`config.mk`:
```
export PLATFORM = sky130hd
export DESIGN_NAME = inst_queue
export DESIGN_NICKNAME = d
export VERILOG_FILES = /design/src/rtl/inst_queue_pkg.sv /design/src/rtl/inst_queue_ram.sv /design/src/rtl/inst_queue.sv
export SDC_FILE = /design/constraint.sdc
export NUM_CORES = 2
export LEC_CHECK = 0
export BUFFER_PORTS_ARGS = -buffer_cell sky130_fd_sc_hd__buf_2
export CORE_MARGIN = 8
export CORE_UTILIZATION = 40
export DETAILED_ROUTE_END_ITERATION = 10
export PLACE_DENSITY = 0.63
export REMOVE_ABC_BUFFERS = 1
export SYNTH_ARGS = -nofsm -noshare
export SYNTH_HDL_FRONTEND = slang
export SYNTH_SLANG_ARGS = --single-unit
```
`constraint.sdc`:
```
create_clock -name i_clk -period 15.15 [get_ports i_clk]
set_clock_uncertainty 0.1 [all_clocks]
set_input_delay 1.515 -clock i_clk [delete_from_list [all_inputs] [get_ports i_clk]]
set_output_delay 1.515 -clock i_clk [all_outputs]
set_load 0.03 [all_outputs]
```
`src/rtl/inst_queue_pkg.sv`:
```
// Shared constants, entry layout and small helpers for the fetch-to-decode
// instruction queue.
package inst_queue_pkg;

  localparam int RV32_INST_WIDTH = 32;
  localparam int INSTQ_DEPTH     = 8;
  localparam int INSTQ_PTR_W     = $clog2(INSTQ_DEPTH);
  localparam int INSTQ_CNT_W     = INSTQ_PTR_W + 1;
  localparam int INSTQ_ENTRY_W   = RV32_INST_WIDTH + 32;

  typedef struct packed {
    logic [RV32_INST_WIDTH-1:0] inst;
    logic [31:0]                pc;
  } instq_entry_t;

  function automatic logic [1:0] popcount2(input logic [1:0] mask);
    return {1'b0, mask[0]} + {1'b0, mask[1]};
  endfunction

endpackage

```
`src/rtl/inst_queue_ram.sv`:
```
// DEPTH-entry flop array with two write ports and two asynchronous read
// ports. The queue guarantees the two write addresses never collide.
module inst_queue_ram
  import inst_queue_pkg::*;
#(
  parameter int DEPTH = INSTQ_DEPTH,
  parameter int PTR_W = $clog2(DEPTH)
) (
  input  logic                     i_clk,
  input  logic                     i_rst,
  input  logic [1:0]               i_we,
  input  logic [PTR_W-1:0]         i_waddr0,
  input  logic [PTR_W-1:0]         i_waddr1,
  input  logic [INSTQ_ENTRY_W-1:0] i_wdata0,
  input  logic [INSTQ_ENTRY_W-1:0] i_wdata1,
  input  logic [PTR_W-1:0]         i_raddr0,
  input  logic [PTR_W-1:0]         i_raddr1,
  output logic [INSTQ_ENTRY_W-1:0] o_rdata0,
  output logic [INSTQ_ENTRY_W-1:0] o_rdata1
);

  logic [INSTQ_ENTRY_W-1:0] mem [DEPTH];

  // NOTE: the array is reset on purpose so masked or stale entries read as
  // zero after reset; that costs a reset net on every storage flop.
  always_ff @(posedge i_clk or posedge i_rst) begin
    if (i_rst) begin
      for (int i = 0; i < DEPTH; i++) mem[i] <= '0;
    end else begin
      if (i_we[0]) mem[i_waddr0] <= i_wdata0;
      if (i_we[1]) mem[i_waddr1] <= i_wdata1;
    end
  end

  assign o_rdata0 = mem[i_raddr0];
  assign o_rdata1 = mem[i_raddr1];

endmodule

```
`src/rtl/inst_queue.sv`:
```
// Two-wide in-order instruction queue between fetch and decode. Pointer,
// occupancy and ready/valid logic live here; storage is inst_queue_ram.
module inst_queue
  import inst_queue_pkg::*;
#(
  parameter int DEPTH = INSTQ_DEPTH,
  parameter int PTR_W = $clog2(DEPTH),
  parameter int CNT_W = PTR_W + 1
) (
  input  logic             i_clk,
  input  logic             i_rst,
  input  logic             i_flush,
  input  logic [1:0]       i_fetch_vld,
  input  logic [31:0]      i_fetch_inst0,
  input  logic [31:0]      i_fetch_inst1,
  input  logic [31:0]      i_fetch_pc0,
  input  logic [31:0]      i_fetch_pc1,
  output logic             o_fetch_rdy,
  output logic [1:0]       o_dec_vld,
  output logic [31:0]      o_dec_inst0,
  output logic [31:0]      o_dec_inst1,
  output logic [31:0]      o_dec_pc0,
  output logic [31:0]      o_dec_pc1,
  input  logic [1:0]       i_dec_take,
  output logic [CNT_W-1:0] o_count
);

  if (DEPTH < 4 || (DEPTH & (DEPTH - 1)) != 0) begin : g_depth_check
    $error("inst_queue: DEPTH must be a power of two and at least 4");
  end

  logic [PTR_W-1:0] head_q, head_d;
  logic [PTR_W-1:0] tail_q, tail_d;
  logic [CNT_W-1:0] count_q, count_d;

  logic             fetch_rdy;
  logic [1:0]       dec_vld;
  logic [1:0]       enq_we;
  logic [1:0]       deq_mask;
  logic [1:0]       n_enq;
  logic [1:0]       n_deq;

  logic [INSTQ_ENTRY_W-1:0] rdata0, rdata1;
  instq_entry_t             rd_entry0, rd_entry1;

  // Status comes from registered occupancy only, so a dequeue in the current
  // cycle cannot open the fetch gate until the next cycle.
  assign fetch_rdy = (count_q <= CNT_W'(DEPTH - 2));
  assign dec_vld   = {count_q >= CNT_W'(2), count_q != '0};

  // NOTE: every signal written here gets a default first, so no path through
  // the block can leave a value held and infer a latch.
  always_comb begin
    enq_we = 2'b00;
    if (fetch_rdy && !i_flush) begin
      unique case (i_fetch_vld)
        2'b01:   enq_we = 2'b01;
        2'b11:   enq_we = 2'b11;
        default: enq_we = 2'b00;
      endcase
    end
  end

  assign deq_mask = i_dec_take & dec_vld;
  assign n_enq    = popcount2(enq_we);
  assign n_deq    = popcount2(deq_mask);

  always_comb begin
    head_d  = head_q + PTR_W'(n_deq);
    tail_d  = tail_q + PTR_W'(n_enq);
    count_d = count_q + CNT_W'(n_enq) - CNT_W'(n_deq);
    if (i_flush) begin
      head_d  = '0;
      tail_d  = '0;
      count_d = '0;
    end
  end

  // NOTE: state registers use non-blocking assignments so every flop samples
  // the pre-edge values regardless of statement order.
  always_ff @(posedge i_clk or posedge i_rst) begin
    if (i_rst) begin
      head_q  <= '0;
      tail_q  <= '0;
      count_q <= '0;
    end else begin
      head_q  <= head_d;
      tail_q  <= tail_d;
      count_q <= count_d;
    end
  end

  // Pointer arithmetic is modulo DEPTH by width, so slot1 wraps to entry 0
  // independently of slot0.
  inst_queue_ram #(
    .DEPTH (DEPTH),
    .PTR_W (PTR_W)
  ) u_ram (
    .i_clk    (i_clk),
    .i_rst    (i_rst),
    .i_we     (enq_we),
    .i_waddr0 (tail_q),
    .i_waddr1 (tail_q + PTR_W'(1)),
    .i_wdata0 ({i_fetch_inst0, i_fetch_pc0}),
    .i_wdata1 ({i_fetch_inst1, i_fetch_pc1}),
    .i_raddr0 (head_q),
    .i_raddr1 (head_q + PTR_W'(1)),
    .o_rdata0 (rdata0),
    .o_rdata1 (rdata1)
  );

  assign rd_entry0 = rdata0;
  assign rd_entry1 = rdata1;

  // Masked lanes drive zero, which decodes as illegal downstream.
  assign o_dec_inst0 = dec_vld[0] ? rd_entry0.inst : '0;
  assign o_dec_pc0   = dec_vld[0] ? rd_entry0.pc   : '0;
  assign o_dec_inst1 = dec_vld[1] ? rd_entry1.inst : '0;
  assign o_dec_pc1   = dec_vld[1] ? rd_entry1.pc   : '0;

  assign o_fetch_rdy = fetch_rdy;
  assign o_dec_vld   = dec_vld;
  assign o_count     = count_q;

  fetch_vld_legal: assert property (
    @(posedge i_clk) disable iff (i_rst) i_fetch_vld != 2'b10
  );

endmodule
```
---- After elaboration in Yosys (flattened, before gate mapping) ----
Index checks and enable logic that the tools add are counted.
word-level totals
  logic and storage cells ................. 62
  output and inout bits ................... 135
  register bits ........................... 522
cells by class
  muxes and demuxes ....................... 23
  add/sub/neg operators ................... 8
  bitwise logic cells ..................... 5
  reduce and logical (&&, ||, !) cells .... 5
  eq/ne operators ......................... 2
  magnitude comparators ................... 8
operators by type and width
  kind                 count
  $bwmux 512           2
  $mux 512             2
  $bmux 64 s3          2
  $demux 64 s3         2
  $mux 64              6
  $mux 32              4
  $ge 4x4->1 const B   4
  $not 3->4            4
  $lt 4x1->1 const B   2
  $add 3x1->3 const B  2
  $add 3x2->3          2
  $mux 3               2
  $add 1x1->2          2
  $add 4x2->4          1
  $ge 4x2->1 const B   1
  $le 4x3->1 const B   1
  $mux 4               1
  $pmux 2 s2           1
  $reduce_bool 4->1    1
  $sub 4x2->4          1
  $logic_and 1x1->1    3
  $and 2x2->2          1
  $eq 2x1->1 const B   1
  $eq 2x2->1 const B   1
  2 further kinds      2

---- Depth between registers and ports, before layout ----
  word-level depth ........................ 9
  mapped depth ............................ 15
  depth with buffers taken out ............ 15

---- Cells and area by module ----
From an unflattened synthesis, not the netlist that was laid out.
unflattened totals
  cell total of the unflattened synthesis .. 3,030
  area total of the unflattened synthesis .. 33,430.8 µm²
modules (own cells, without submodules)
  module          cells an instance  times used  area each (µm²)
  inst_queue_ram  2,815              1           31,684.1
  inst_queue      215                1           1,746.7

---- Worst setup path before layout ----
OpenSTA, ideal clock, no wires.
  path kind ............................... register to output
  start ................................... register head_q[1]
  end ..................................... output port o_dec_pc1[30]
  arrival time ............................ 2.349 ns
  path slack .............................. 11.186 ns
  stages on the path, launching flop included .. 7
  buffers on the path ..................... 2
  cell sequence ........................... dfrtp_1 > ha_1 > clkbuf_1 > buf_2 > mux4_2 > nand2_1 > a21oi_1
between the ends
  cells in the longest elaborated chain, start to end .. 6
RTL lines
  item                                        line                  RTL
  from (decl)                                 inst_queue.sv:32      logic [PTR_W-1:0] head_q, head_d;
  from (signal assigned)                      inst_queue.sv:83      head_q <= '0;
  from (signal assigned)                      inst_queue.sv:87      head_q <= head_d;
  $add 3x1->3                                 inst_queue.sv:107     .i_raddr1 (head_q + PTR_W'(1)),
  $not 3->4 (not written as such)             inst_queue_ram.sv:36  assign o_rdata1 = mem[i_raddr1];
  $bmux 64 s3                                 inst_queue_ram.sv:36
  $mux 64 (not written as such) (2 in a row)  inst_queue_ram.sv:36
  $mux 32                                     inst_queue.sv:119     assign o_dec_pc1 = dec_vld[1] ? rd_entry1.pc : '0;
  to (decl)                                   inst_queue.sv:23      output logic [31:0] o_dec_pc1,
Every way passes these cells. The select of a mux whose other input is x is not followed.

---- Final worst setup path ----
  start ................................... register head_q[1]
  end ..................................... output port o_dec_inst1[4]
between the ends
  cells in the longest elaborated chain, start to end .. 6
RTL lines
  item                                        line                  RTL
  $add 3x1->3                                 inst_queue.sv:107
  $not 3->4 (not written as such)             inst_queue_ram.sv:36
  $bmux 64 s3                                 inst_queue_ram.sv:36
  $mux 64 (not written as such) (2 in a row)  inst_queue_ram.sv:36
  $mux 32                                     inst_queue.sv:118     assign o_dec_inst1 = dec_vld[1] ? rd_entry1.inst : '0;
  to (decl)                                   inst_queue.sv:21      output logic [31:0] o_dec_inst1,
Every way passes these cells. The select of a mux whose other input is x is not followed.

==> results.txt <==
- Measured against the total synthesized area, the mux share comes to about two fifths.
- Lkg Pwr: about 0.017 uW
- Using the TritonRoute via totals, the vias-per-cell ratio works out to about 6.2.
* Wire length per cell: 28.48 um
- Total overflow reported by the global router: 0
- The number of gates resized after CTS was 0.
- For this run, the top clock speed supported by timing is about 170 MHz.
* Net switching power: 3392 uW
- In this run, synthesis inferred 0 flip-flops with an integrated enable.
* Maximum clock insertion buffer count: 3
- Routability Congestion: between 0.7 and 0.8
- On the critical path, the stage with the largest delay is an instance of sky130_fd_sc_hd__ha_4.
- Number of cells produced by synthesis: approximately 3,000
- The net count of the finished layout is 3,212.
* Cell at the root of the clock tree: sky130_fd_sc_hd__clkbuf_16
* Fraction of power consumed by combinational cells: between 50 and 60%
- Drt first-iter violations: between 2,000 and 3,000
- For this configuration, the core starts out at a cell density of 40.09%.
- Cell area after synthesis: 33,920 sq um
* Area of placed instances: between 30,000 and 40,000 sq um
* Mean post-synth cell area: 11.46 sq um
* Total Die Area: about 94,000 sq um
- Clock-pin slew was measured on the worst setup and hold paths at roughly 60 ps.
* Number of H-tree levels: 3
- Total DRC errors in the routed layout: 0
- The critical path goes through ha_4, buf_12, mux4_2, nand2_1, a21oi_1, buf_2.
- Clock power frac: roughly a fifth
* Hold bufs inserted after CTS: 0
- The count of endpoints failing hold in the final timing report is 0.
* Adder and majority cell fraction of the synthesized area: 0.6787%
* Total negative slack: 0 ps
* Final standard cell area without fillers: approximately 38,000 sq um
* Switching part of the total power: approximately 43%
- Part of the Yosys area used for sequential elements: between 30% and 40%
* Cell accounting for the most synthesized area: sky130_fd_sc_hd__dfrtp_1
* Post-route worst setup slack: between 9000 and 10,000 ps
- The max-slew violation count came to 0.
- Growth of design area from synthesis to finish: 12.43%
- The floorplan step set the die width to roughly 300 um.
- Setup repair after global routing left no endpoint under its margin.
- The synthesized netlist devotes under 10% of its cell area to compound gates.
* Transition at the pin with the smallest max-transition slack: 1172 ps
- For this run, the slowest stage of the critical path takes just over 800 ps.
- Detailed routing inserted a total of roughly 27,000 vias.
- Area fraction in and, or, nand and nor cells after synthesis: 11.16%
- Routed Antenna Nets: 0
- Kind of critical path: reg -> out
- Yosys printed 0 warnings.
* Commonest non-fill, non-tap cells in the layout: sky130_fd_sc_hd__dfrtp_1 (519), sky130_fd_sc_hd__nand2_1 (511), sky130_fd_sc_hd__mux2_2 (359)
- The clock reaches the later pin of the worst-skew pair after 610 ps.
* CTS buffer count: 66
- The synthesized design devotes to its leading area cell type 38.51% of total area.
- Before CTS, the worst setup slack after placement is approximately 9800 ps.
- Of the total synthesized cell area, the portion taken by XOR and XNOR cells is less than 1%.
* Data arrival time of the critical path: 4210 ps
* Result of the run: completed
* Clock tree from TritonCTS: built
- After synthesis the netlist holds a flip-flop and latch count of between 500 and 600.
* Fraction of registers with async set or reset after synthesis: 100.0%
- The internal power of the cells totals between 4000 and 5000 uW.
* Main combinational cell family by area after synthesis: multiplexers
- Most common library cell in the layout ignoring fill and taps: sky130_fd_sc_hd__dfrtp_1
- Dpl hpwl: roughly 68,000 um
- Hold WS: roughly 450 ps
- Entering global routing, the biggest net connects around 150 pins.
* CP endpoint kind: primary output
- For this run, the leading register cell type out of synthesis is sky130_fd_sc_hd__dfrtp_1.
* Total of buffers placed on input and output ports: ~270
- The path class of the tightest hold or removal check is reg -> reg.
* Maximum resistive drop on vdd: between 0.1 and 0.15 mV
- The number of antenna violations at the first check in global routing came to 28.
- Global router's overall resource usage: around 25%
- Final setup viols: 0
* Fraction of layout cells with a size suffix above 1: roughly two fifths
- Max-cap violations in this run came to 0.
- Row generation in the floorplan step produced 107 rows.
- In this run the tightest slew margin relative to its limit is between 20% and 30%.
* Wire length after detailed routing: approximately 120,000 um
* Number of buffers inserted to repair setup after CTS: 0
* Area contributors post-synth: sky130_fd_sc_hd__dfrtp_1 (39%), sky130_fd_sc_hd__mux4_2 (17%), sky130_fd_sc_hd__mux2_2 (12%), sky130_fd_sc_hd__nand2_1 (5.7%), sky130_fd_sc_hd__mux2_4 (5.4%)
- The worst path uses 38.44% of the clock period.
- Total power density per cell area: 208.0 nW/um^2
- Total core area: approximately 85,000 sq um
* Clk sink count: between 500 and 600
* Minimum period implied by the final worst setup slack: between 5000 and 6000 ps
* Cell variety after synth: 51
- Overall die height: just over 300 um
* Wire length of the first global-routing pass: ~180,000 um
- Sequential group share of total power: between 20% and 30%
- Critical path startpoint category: register
- Peak fanout along the critical path: 96
- The first detailed-routing pass ran for 5 iterations.
- Required time worst endpoint: roughly 14,000 ps
- Vias in the first global route: roughly 27,000
* Number of placed I/O pins: 270
critical path, delay by kind of cell, from the launching register on:
family / cells / cell delay (ps)
AO/OA/AOI/OAI: 1 / 520
adder cells (fa/ha/maj): 1 / 830
AND/OR/NAND/NOR: 1 / 60
multiplexers: 1 / 380
flip-flops: 1 / 650
buffers and inverters: 2 / 1030
state kept, by name (all words and copies together) (netlist names):
name,cells
head_q,3
o_count,4
tail_q,3
u_ram.mem,512
synth_stat cells, types with 3 or more instances:
master                      count
sky130_fd_sc_hd__o21ai_2        8
sky130_fd_sc_hd__o2bb2ai_1      5
sky130_fd_sc_hd__o21a_1         3
sky130_fd_sc_hd__xor2_1         4
sky130_fd_sc_hd__ha_1          12
sky130_fd_sc_hd__buf_2         78
sky130_fd_sc_hd__fa_1           4
sky130_fd_sc_hd__nor2b_1        7
sky130_fd_sc_hd__and4b_1        3
sky130_fd_sc_hd__buf_6          7
sky130_fd_sc_hd__a21oi_1      130
sky130_fd_sc_hd__nand2_1      513
sky130_fd_sc_hd__nor2_1        72
sky130_fd_sc_hd__inv_1         19
sky130_fd_sc_hd__clkbuf_1     153
sky130_fd_sc_hd__xnor2_1        4
sky130_fd_sc_hd__mux2i_1      127
sky130_fd_sc_hd__mux2_4       121
sky130_fd_sc_hd__a2bb2oi_1      3
sky130_fd_sc_hd__dfrtp_1      522
sky130_fd_sc_hd__mux2_2       359
sky130_fd_sc_hd__nor3_1       191
sky130_fd_sc_hd__nor4bb_1       3
sky130_fd_sc_hd__buf_4         13
sky130_fd_sc_hd__buf_1         29
sky130_fd_sc_hd__a31oi_1      189
sky130_fd_sc_hd__mux2_1        30
sky130_fd_sc_hd__nor4_1        63
sky130_fd_sc_hd__mux4_2       256
sky130_fd_sc_hd__or2_2          4
sky130_fd_sc_hd__buf_12         6
layer usage:
layer / routed length [um] / global-route usage (%) / share of wire, %
met1: 47480 / 31.98 / 39
met2: 59100 / 41.61 / 49
met3: 10300 / 5.683 / 8.5
met4: 4509 / 10.22 / 3.7
met5: 138 / 0 / 0.11
kinds of logic (layout without fill, tap and decap cells):
logic type / count (synthesis) / after routing
muxes: 893 / 893
and+or+nand+nor: 871 / 871
DFF: 522 / 522
AOI/OAI and AO/OA: 345 / 345
buffers and inverters: 306 / 455
adders and majority gates: 16 / 16
xor gates and xnor gates: 8 / 8
other: 0 / 13
final timing paths:
kind,endpoint,slack [ps],start,cells past startpoint
setup / recovery,o_dec_inst1[4],9330,head_q[1]$_DFF_PP0_,6
hold / removal,u_ram.mem[382]$_DFF_PP0_,450,u_ram.mem[382]$_DFF_PP0_,2
setup reg to reg,u_ram.mem[211]$_DFF_PP0_,10650,o_count[3]$_DFF_PP0_,9
hold reg to reg,u_ram.mem[382]$_DFF_PP0_,450,u_ram.mem[382]$_DFF_PP0_,2
max in group asynchronous,u_ram.mem[295]$_DFF_PP0_,11820,i_rst,4
min in group asynchronous,u_ram.mem[448]$_DFF_PP0_,970,i_rst,2
stage by stage:
| step | power [uW] | utilization [%] | std cells |
|---|---|---|---|
| final | 7933 | 45.07 | 4267 |
| after global routing | 8353 | 45.05 | 4261 |
| after CTS | 7988 | 45.03 | 4254 |
| after detailed placement | 6352 | 42.47 | 4137 |
| after global placement | 6272 | 42.47 | 4137 |
| after floorplan | 5310 | - | 2674 |
area by class of cell:
cell class / instances / area [sq um]
Sequential cell: 522 / 13070
Timing Repair Buffer: 319 / 1759
Tap cell: 1144 / 1431
Fill cell: 7861 / 46480
Antenna cell: 13 / 32.53
Clock buffer: 91 / 1815
Multi-Input combinational cell: 2133 / 19590
Clock inverter: 26 / 354.1
Inverter: 19 / 78.83
power groups by stage:
stage / Sequential (uW) / Clock, uW / Combinational, uW
after floorplan: 2200 / 0 / 3110
after global placement: 2190 / 0 / 4080
after detailed placement: 2220 / 0 / 4130
after CTS: 2200 / 1650 / 4140
after global routing: 2270 / 1700 / 4390
final: 2210 / 1620 / 4100
Power figures use the tool's default switching activity.
